File: config.mk
export PLATFORM = sky130hd
export DESIGN_NAME = priority_ticket_queue
export DESIGN_NICKNAME = d
export VERILOG_FILES = /design/src/rtl/priority_ticket_queue.sv
export SDC_FILE = /design/constraint.sdc
export NUM_CORES = 2
export LEC_CHECK = 0
export CORE_ASPECT_RATIO = 1.4
export CORE_UTILIZATION = 68
export DETAILED_ROUTE_END_ITERATION = 16
export GPL_TIMING_DRIVEN = 0
export HOLD_SLACK_MARGIN = 0.02
export MAX_ROUTING_LAYER = met4
export PLACE_DENSITY_LB_ADDON = 0.25
export SLEW_MARGIN = 25
export SYNTH_ARGS = -nofsm -noshare
export SYNTH_HDL_FRONTEND = slang
export SYNTH_SLANG_ARGS = --single-unit
File: constraint.sdc
create_clock -name Clk -period 6.4 [get_ports Clk]
set_input_delay 0.64 -clock Clk [delete_from_list [all_inputs] [get_ports Clk]]
set_output_delay 0.64 -clock Clk [all_outputs]
set_load 0.1 [all_outputs]
File: src/rtl/priority_ticket_queue.sv
// Multi-class ticket queue: issues ticket numbers on New, buffers them in per-class FIFOs,
// and serves one ticket per Done using lowest-class-first priority with anti-starvation aging.
module priority_ticket_queue #(
    parameter int NUM_CLASSES  = 2,
    parameter int DEPTH        = 100,
    parameter int TW           = 8,
    parameter int STARVE_LIMIT = 4,
    parameter int CW           = (NUM_CLASSES > 1) ? $clog2(NUM_CLASSES) : 1,
    parameter int NW           = $clog2(NUM_CLASSES * DEPTH + 1)
) (
    input  logic                   Clk,
    input  logic                   Reset_N,
    input  logic                   New,
    input  logic [CW-1:0]          New_Class,
    input  logic                   Done,
    output logic [TW-1:0]          Ticket,
    output logic                   Reject,
    output logic [TW-1:0]          Current_Client,
    output logic [CW-1:0]          Current_Class,
    output logic                   Serving,
    output logic [NW-1:0]          Total_Clients,
    output logic [NUM_CLASSES-1:0] Full,
    output logic                   Empty
);

    localparam int PW   = (DEPTH > 1) ? $clog2(DEPTH) : 1;
    localparam int CNTW = $clog2(DEPTH + 1);
    localparam int AW   = (STARVE_LIMIT > 0) ? $clog2(STARVE_LIMIT + 1) : 1;
    localparam logic [TW-1:0] TKT_MAX = '1;

    logic [TW-1:0]   mem_q    [NUM_CLASSES][DEPTH];
    logic [PW-1:0]   wr_ptr_q [NUM_CLASSES];
    logic [PW-1:0]   rd_ptr_q [NUM_CLASSES];
    logic [CNTW-1:0] cnt_q    [NUM_CLASSES];

    logic [TW-1:0] ticket_q, next_tkt_q, next_tkt_d, cur_client_q, head_tkt;
    logic [CW-1:0] cur_class_q, lo_sel, hi_sel, sel;
    logic [NW-1:0] total_q;
    logic [AW-1:0] age_q, age_d;
    logic          reject_q, serving_q, accept, pop, force_old;
    logic [NUM_CLASSES-1:0] full_vec, nonempty, cls_hit, pop_hit;

    function automatic logic [PW-1:0] ptr_inc(input logic [PW-1:0] p);
        return (p == PW'(DEPTH - 1)) ? '0 : p + PW'(1);
    endfunction

    // NOTE: every signal written here gets a default first so no latch is inferred.
    always_comb begin
        full_vec = '0;
        nonempty = '0;
        cls_hit  = '0;
        pop_hit  = '0;
        lo_sel   = '0;
        hi_sel   = '0;
        head_tkt = '0;
        for (int c = 0; c < NUM_CLASSES; c++) begin
            full_vec[c] = (cnt_q[c] == CNTW'(DEPTH));
            nonempty[c] = (cnt_q[c] != '0);
            cls_hit[c]  = (New_Class == CW'(c));
        end
        for (int c = NUM_CLASSES - 1; c >= 0; c--)
            if (nonempty[c]) lo_sel = CW'(c);
        for (int c = 0; c < NUM_CLASSES; c++)
            if (nonempty[c]) hi_sel = CW'(c);

        // Out-of-range classes match no cls_hit bit and are therefore refused.
        accept    = New && (|cls_hit) && !(|(cls_hit & full_vec));
        pop       = Done && (|nonempty);
        force_old = (STARVE_LIMIT != 0) && (age_q == AW'(STARVE_LIMIT));
        sel       = force_old ? hi_sel : lo_sel;

        for (int c = 0; c < NUM_CLASSES; c++) begin
            pop_hit[c] = pop && (sel == CW'(c));
            if (sel == CW'(c)) head_tkt = mem_q[c][rd_ptr_q[c]];
        end

        // A bypass happened when some non-empty class sits above the lowest one.
        age_d = age_q;
        if (pop) begin
            if (STARVE_LIMIT == 0 || force_old || hi_sel == lo_sel) age_d = '0;
            else                                                    age_d = age_q + AW'(1);
        end

        next_tkt_d = (next_tkt_q == TKT_MAX) ? TW'(1) : next_tkt_q + TW'(1);
    end

    // NOTE: sequential state uses non-blocking assignments so all registers update together.
    always_ff @(posedge Clk or negedge Reset_N) begin
        if (!Reset_N) begin
            ticket_q     <= '0;
            reject_q     <= 1'b0;
            cur_client_q <= '0;
            cur_class_q  <= '0;
            serving_q    <= 1'b0;
            total_q      <= '0;
            next_tkt_q   <= TW'(1);
            age_q        <= '0;
            wr_ptr_q     <= '{default: '0};
            rd_ptr_q     <= '{default: '0};
            cnt_q        <= '{default: '0};
        end else begin
            reject_q <= New && !accept;
            if (accept) begin
                ticket_q   <= next_tkt_q;
                next_tkt_q <= next_tkt_d;
            end
            if (Done) begin
                cur_client_q <= pop ? head_tkt : '0;
                cur_class_q  <= pop ? sel : '0;
                serving_q    <= pop;
            end
            age_q   <= age_d;
            total_q <= total_q + NW'(accept) - NW'(pop);
            for (int c = 0; c < NUM_CLASSES; c++) begin
                if (accept && cls_hit[c]) wr_ptr_q[c] <= ptr_inc(wr_ptr_q[c]);
                if (pop_hit[c])           rd_ptr_q[c] <= ptr_inc(rd_ptr_q[c]);
                cnt_q[c] <= cnt_q[c] + CNTW'(accept && cls_hit[c]) - CNTW'(pop_hit[c]);
            end
        end
    end

    // NOTE: ticket storage is not reset; the pointers and counts alone define validity.
    always_ff @(posedge Clk) begin
        for (int c = 0; c < NUM_CLASSES; c++)
            if (accept && cls_hit[c]) mem_q[c][wr_ptr_q[c]] <= next_tkt_q;
    end

    assign Ticket         = ticket_q;
    assign Reject         = reject_q;
    assign Current_Client = cur_client_q;
    assign Current_Class  = cur_class_q;
    assign Serving        = serving_q;
    assign Total_Clients  = total_q;
    assign Full           = full_vec;
    assign Empty          = (total_q == '0);

endmodule

-- Yosys cells after proc, flatten, opt, wreduce, memory -nomap -nowiden
Memories as Yosys holds them, arrays and structs flattened.
Cells that the tools add are included.
- input bits: 5
- flip-flop bits (word level): 80
- memory bits (writable): 1600
- memories kept: 1
- word-level logic and storage cells: 96
- muxes and demuxes: 29
- bitwise gates (word level): 7
- add/subtract/negate cells: 12
- reductions and logical operators: 18
- order comparisons: 6
- eq/ne operators: 9
- memory list (memory ; words ; bits a word ; read ports ; clocked after memory_dff ; wr ports ; RTL line ; text):
    mem_q ; 2 ; 800 ; 2 ; 0 ; 1 ; 31 ; logic [TW-1:0] mem_q [NUM_CLASSES][DEPTH];
- operators by type and width (operator ; count):
    800-bit 2-to-1 mux ; 4
    800-bit OR reduction ; 1
    8-bit binary-select mux with 7-bit select ; 2
    8-bit demux with 7-bit select ; 2
    8-bit 2-to-1 mux ; 9
    7-bit equality test (second input constant) ; 6
    8-bit >= comparator (second input constant) ; 4
    7-bit NOT with 8-bit output ; 4
    7-bit by 1-bit adder with 7-bit output (second input constant) ; 4
    7-bit 2-to-1 mux ; 4
    8-bit by 1-bit < comparator with 1-bit output (second input constant) ; 2
    7-bit by 1-bit adder with 7-bit output ; 2
    7-bit nonzero test ; 2
    7-bit by 1-bit subtractor with 7-bit output ; 2
    1-bit logical AND ; 9
    8-bit by 1-bit adder with 8-bit output ; 1
    8-bit by 1-bit adder with 8-bit output (second input constant) ; 1
    8-bit equality test (second input constant) ; 1
    8-bit zero test ; 1
    8-bit by 1-bit subtractor with 8-bit output ; 1
    1-bit 2-to-1 mux ; 7
    2-bit OR reduction ; 2
    3-bit by 1-bit adder with 3-bit output (second input constant) ; 1
    3-bit equality test (second input constant) ; 1
    6 further kinds ; 8

-- Logic depth before layout (Yosys ltp)
- depth in word-level cells: 10
- gate-level depth with buffers: 19

-- Worst setup path before layout
Ideal clock, no wire load.
- path kind: reg2reg
- from: register next_tkt_q[1]
- to: register next_tkt_q[6]
- slack: 2.526 ns
- period minus slack after synthesis: 3.874 ns
- cell stages (with the launch flop): 5
- arrival time: 3.627 ns
- required time: 6.153 ns
- buffers on the path: 0
- cells stage by stage: dfrtp_1 -> ha_1 -> and3_1 -> nand4_1 -> xnor2_1
- cells in the longest elaborated chain, start to end: 2
- ends and longest elaborated chain (element ; RTL line ; text):
    start, declared ; 36 ; logic [TW-1:0] ticket_q, next_tkt_q, next_tkt_d, cur_client_q, head_tkt;
    start signal, assigned ; 105 ; next_tkt_q <= next_tkt_d;
    8-bit by 1-bit adder with 8-bit output or 8-bit equality test (tied branches) ; 84 ; next_tkt_d = (next_tkt_q == TKT_MAX) ? TW'(1) : next_tkt_q + TW'(1);
    8-bit 2-to-1 mux * ; 84 ;
Every way passes the cells marked *; elsewhere a longest branch is shown, timed or not.
A chain may end at the register's enable or synchronous reset.

-- Worst setup path in the final report
- from: register rd_ptr_q[9] (netlist name)
- to: register cur_client_q[0], in the netlist Current_Client[0]
- cells in the longest elaborated chain, start to end: 6
- ends and longest elaborated chain (element ; RTL line ; text):
    start, declared ; 33 ; logic [PW-1:0] rd_ptr_q [NUM_CLASSES];
    start signal, assigned by index ; 116 ; if (pop_hit[c]) rd_ptr_q[c] <= ptr_inc(rd_ptr_q[c]);
    7-bit NOT with 8-bit output (implied by the code) ; 74 ; if (sel == CW'(c)) head_tkt = mem_q[c][rd_ptr_q[c]];
    8-bit binary-select mux with 7-bit select ; 74 ;
    8-bit 2-to-1 mux (implied by the code) (2 in series) ; 74 ;
    8-bit 2-to-1 mux ; 74 ;
    8-bit 2-to-1 mux ; 108 ; cur_client_q <= pop ? head_tkt : '0;
    end signal, assigned ; 108 ;
    end, declared ; 36 ;
Every way passes these cells. The select of a mux whose other input is x is not followed.

==> key figures <==
Placed design
  – Gpl congestion: 1.05
  – DP HPWL: 125,000 µm
  – Pre-CTS WS: about 1700 ps
  – Area after DPL: 68,800 µm²
  – Placed cell count: around 4,600
  – Port bufs: 33

Logic synthesis
  – Post-synth top area cell: edfxtp_1
  – Primary FF master, synth: edfxtp_1
  – Mean Syn Cell Area: 20.7 µm²
  – Warnings, synthesis: 0
  – Yosys top cell area share: 0.725
  – Post-synthesis sequential area ratio: 0.755
  – Netlist cell types: between 60 and 70
  – Seq cells post-synth: 1,680
  – Post-synth EDFFs: 1,600
  – Total nets after synthesis: approximately 3,200
  – Top post-synthesis cells by area: edfxtp_1 72%, mux4_2 15%, dfrtp_1 3.0%
  – Synthesized area: 66,300 µm²
  – Gate Count Post-Synth: between 3,000 and 4,000
  – FFs w/ async S/R, synth: 0.0476

GRT
  – Vias in the first global route: 35,900
  – Top Usage Layer GRT: met2
  – Gr usage total: 0.422
  – Largest net degree at the start of global routing: 79
  – Met2 global-route usage: 0.676
  – First-pass GRT wire length: approximately 270,000 µm
  – Met1 GRT Util: 0.466
  – Antenna violations before repair: 0
  – Met3 Usage GRT: 0.0891
  – Overflow after GRT: 0

Run
  – Max-cap violations: 0

Timing
  – Worst-Margin Slew: around 1300 ps
  – Fin crit share: 0.736
  – Clock skew: 29.3 ps
  – Setup_tns: 0 ps
  – Min Tclk post-route: 4710 ps
  – Count of pins over their slew limit: 0
  – Hold Violations, Final: 0
  – RSZ-0062 raised after global routing: no
  – FMAX: 212 MHz
  – Setup-failing EPs final: 0
  – Slew headroom: 0.149
  – Worst setup slack after layout: between 1500 and 2000 ps

Detailed routing
  – WL final: about 200,000 µm
  – Post-route DRC: 0
  – Vias per cell: ~7.4
  – Detailed Routing Iterations Pass 1: 7
  – Via count: between 30,000 and 40,000
  – Remaining antenna violation count: 0
  – 1st-iter DRT viols: between 5,000 and 6,000
  – WL/cell: between 40 and 50 µm

Clocking
  – CTS H-Tree Depth: 4
  – Clock Path Buffers: 3
  – CTS tree: built
  – # hold bufs at CTS: 1
  – Worst skew pair latency: about 800 ps
  – Clk root buf: clkbuf_16
  – TritonCTS Buffers: between 100 and 150
  – CTS clock-pin slew for the worst setup and hold paths: approximately 80 ps
  – Post_cts resized: 0
  – CTS Sinks: 1,680
  – Setup Buffers After CTS: 0

Final layout
  – Final Cell Area: 73,700 µm²
  – Commonest non-fill, non-tap cell in the layout: edfxtp_1
  – Area Overhead vs Synth: 11.2%
  – Share of layout cells above drive strength 1: 0.237
  – NumNets Final: 3,453
  – Fin cells: just under 5,000
  – Commonest cells after routing, fill and taps aside: 1,600 x edfxtp_1, 447 x mux4_2, 250 x nor2_1

Worst setup path
  – Worst-path cell chain: buf_2 > buf_2 > buf_2 > buf_1 > mux4_2 > nor2_1 > o311ai_0 > o311ai_0 > nand2_1
  – Startpoint Class: flip-flop
  – Crit path DAT: 5440 ps
  – CP Buf/Inv Count: 4
  – Largest stage delay, worst path: 870 ps
  – Worst-path fanout max: 11
  – Top Family by Delay on Critical Path: buffers and inverters
  – Worst Setup End Kind: flip-flop
  – Critical path type: reg2reg
  – Most frequent cell on the critical path: buf_2
  – Slowest library cell on the worst path: buf_1
  – CP Data Required Time: 7130 ps

Die
  – Core box area: about 97,000 µm²
  – I/O pins: 35
  – Full die area: between 90,000 and 100,000 µm²
  – Die height: about 370 µm
  – Initial Util: 0.686
  – Chip width: approximately 270 µm
  – FP Rows: 135

Outcome
  – Status: finished, final reports clean

Worst hold path
  – HP Class: in2async

Power
  – Power Density: 457 nW/µm²
  – Leak pwr: approximately 23 nW
  – Peak supply drop: between 0.4 and 0.5 mV
==> power by group <==
| group | switching, mW | total (mW) | internal [mW] |
|---|---|---|---|
| sequential | 0.550 | 14.0 | 13.4 |
| clock | 4.06 | 9.08 | 5.02 |
| combinational | 6.94 | 10.6 | 3.68 |
==> stage by stage <==
step	hold slack (ps)	utilization	total power, mW
final	292	0.763	33.7
after CTS	259	0.763	33.3
after detailed placement	464	0.713	24.4
after global routing	280	0.763	34.2
after floorplan	344	-	20.3
after global placement	452	0.707	24.2
==> metal layers <==
metal  part of all wire  vias up
met5                  0        -
met1               0.30    18300
li1                   -    13500
met3              0.097      851
met4              0.095        0
met2               0.50     3015
==> flip-flops by register name (all words and copies together) (netlist names), 3 cells and up <==
register / flops
age_q: 3
Ticket: 8
Total_Clients: 8
cnt_q: 14
next_tkt_q: 8
mem_q: 1600
wr_ptr_q: 14
rd_ptr_q: 14
Current_Client: 8
==> final cells by class <==
class,instances,area (µm²)
timing repair buffer,55,840
clock buffer,191,4030
antenna,1,2.50
buffer,167,877
inverter,48,180
multi-input combinational,1306,15300
sequential,1680,50100
tap,1301,1630
clock inverter,83,822
fill,5071,22900
==> cells by family after synthesis <==
logic type / after synthesis / share of synthesized area
simple gates: 534 / 0.0355
flops: 1680 / 0.755
xor+xnor: 35 / 0.00462
buf+inv: 215 / 0.0155
mux: 523 / 0.164
compound gates: 173 / 0.0180
fa+ha+maj: 41 / 0.00808
==> synthesized netlist by cell type, types with 4 or more instances <==
cell,count
nand2_1,129
o211ai_1,4
mux4_2,447
nand2b_1,7
a22oi_1,8
xor2_1,10
o21ai_0,26
xnor2_1,25
mux2i_1,58
nor3_1,15
a21o_1,10
o221ai_1,9
o22ai_1,13
clkbuf_1,75
and2_1,6
a211o_1,5
buf_2,45
a31oi_1,10
nor4_1,5
edfxtp_1,1600
nand4_1,15
a211oi_1,17
ha_1,38
buf_4,23
a32oi_1,4
mux2_2,18
nand3_1,35
and3_1,10
a221oi_1,4
nor2_1,260
o21bai_1,5
buf_1,14
nor2b_1,27
nand3b_1,7
buf_6,10
inv_1,45
a21oi_1,30
dfrtp_1,79
nand4b_1,4
==> final timing paths <==
path	start	depth (start not counted)	slack (ps)	endpoint
hold / removal	Reset_N	2	290	Total_Clients[6]
setup / recovery	rd_ptr_q[9]	9	1690	Current_Client[0]
min in group Clk	Done	3	330	Current_Client[6]
max in group asynchronous	Reset_N	3	5430	Reject
hold reg to reg	Ticket[4]	2	500	Ticket[4]
setup reg to reg	rd_ptr_q[9]	9	1690	Current_Client[0]
Power figures use the tool's default switching activity.
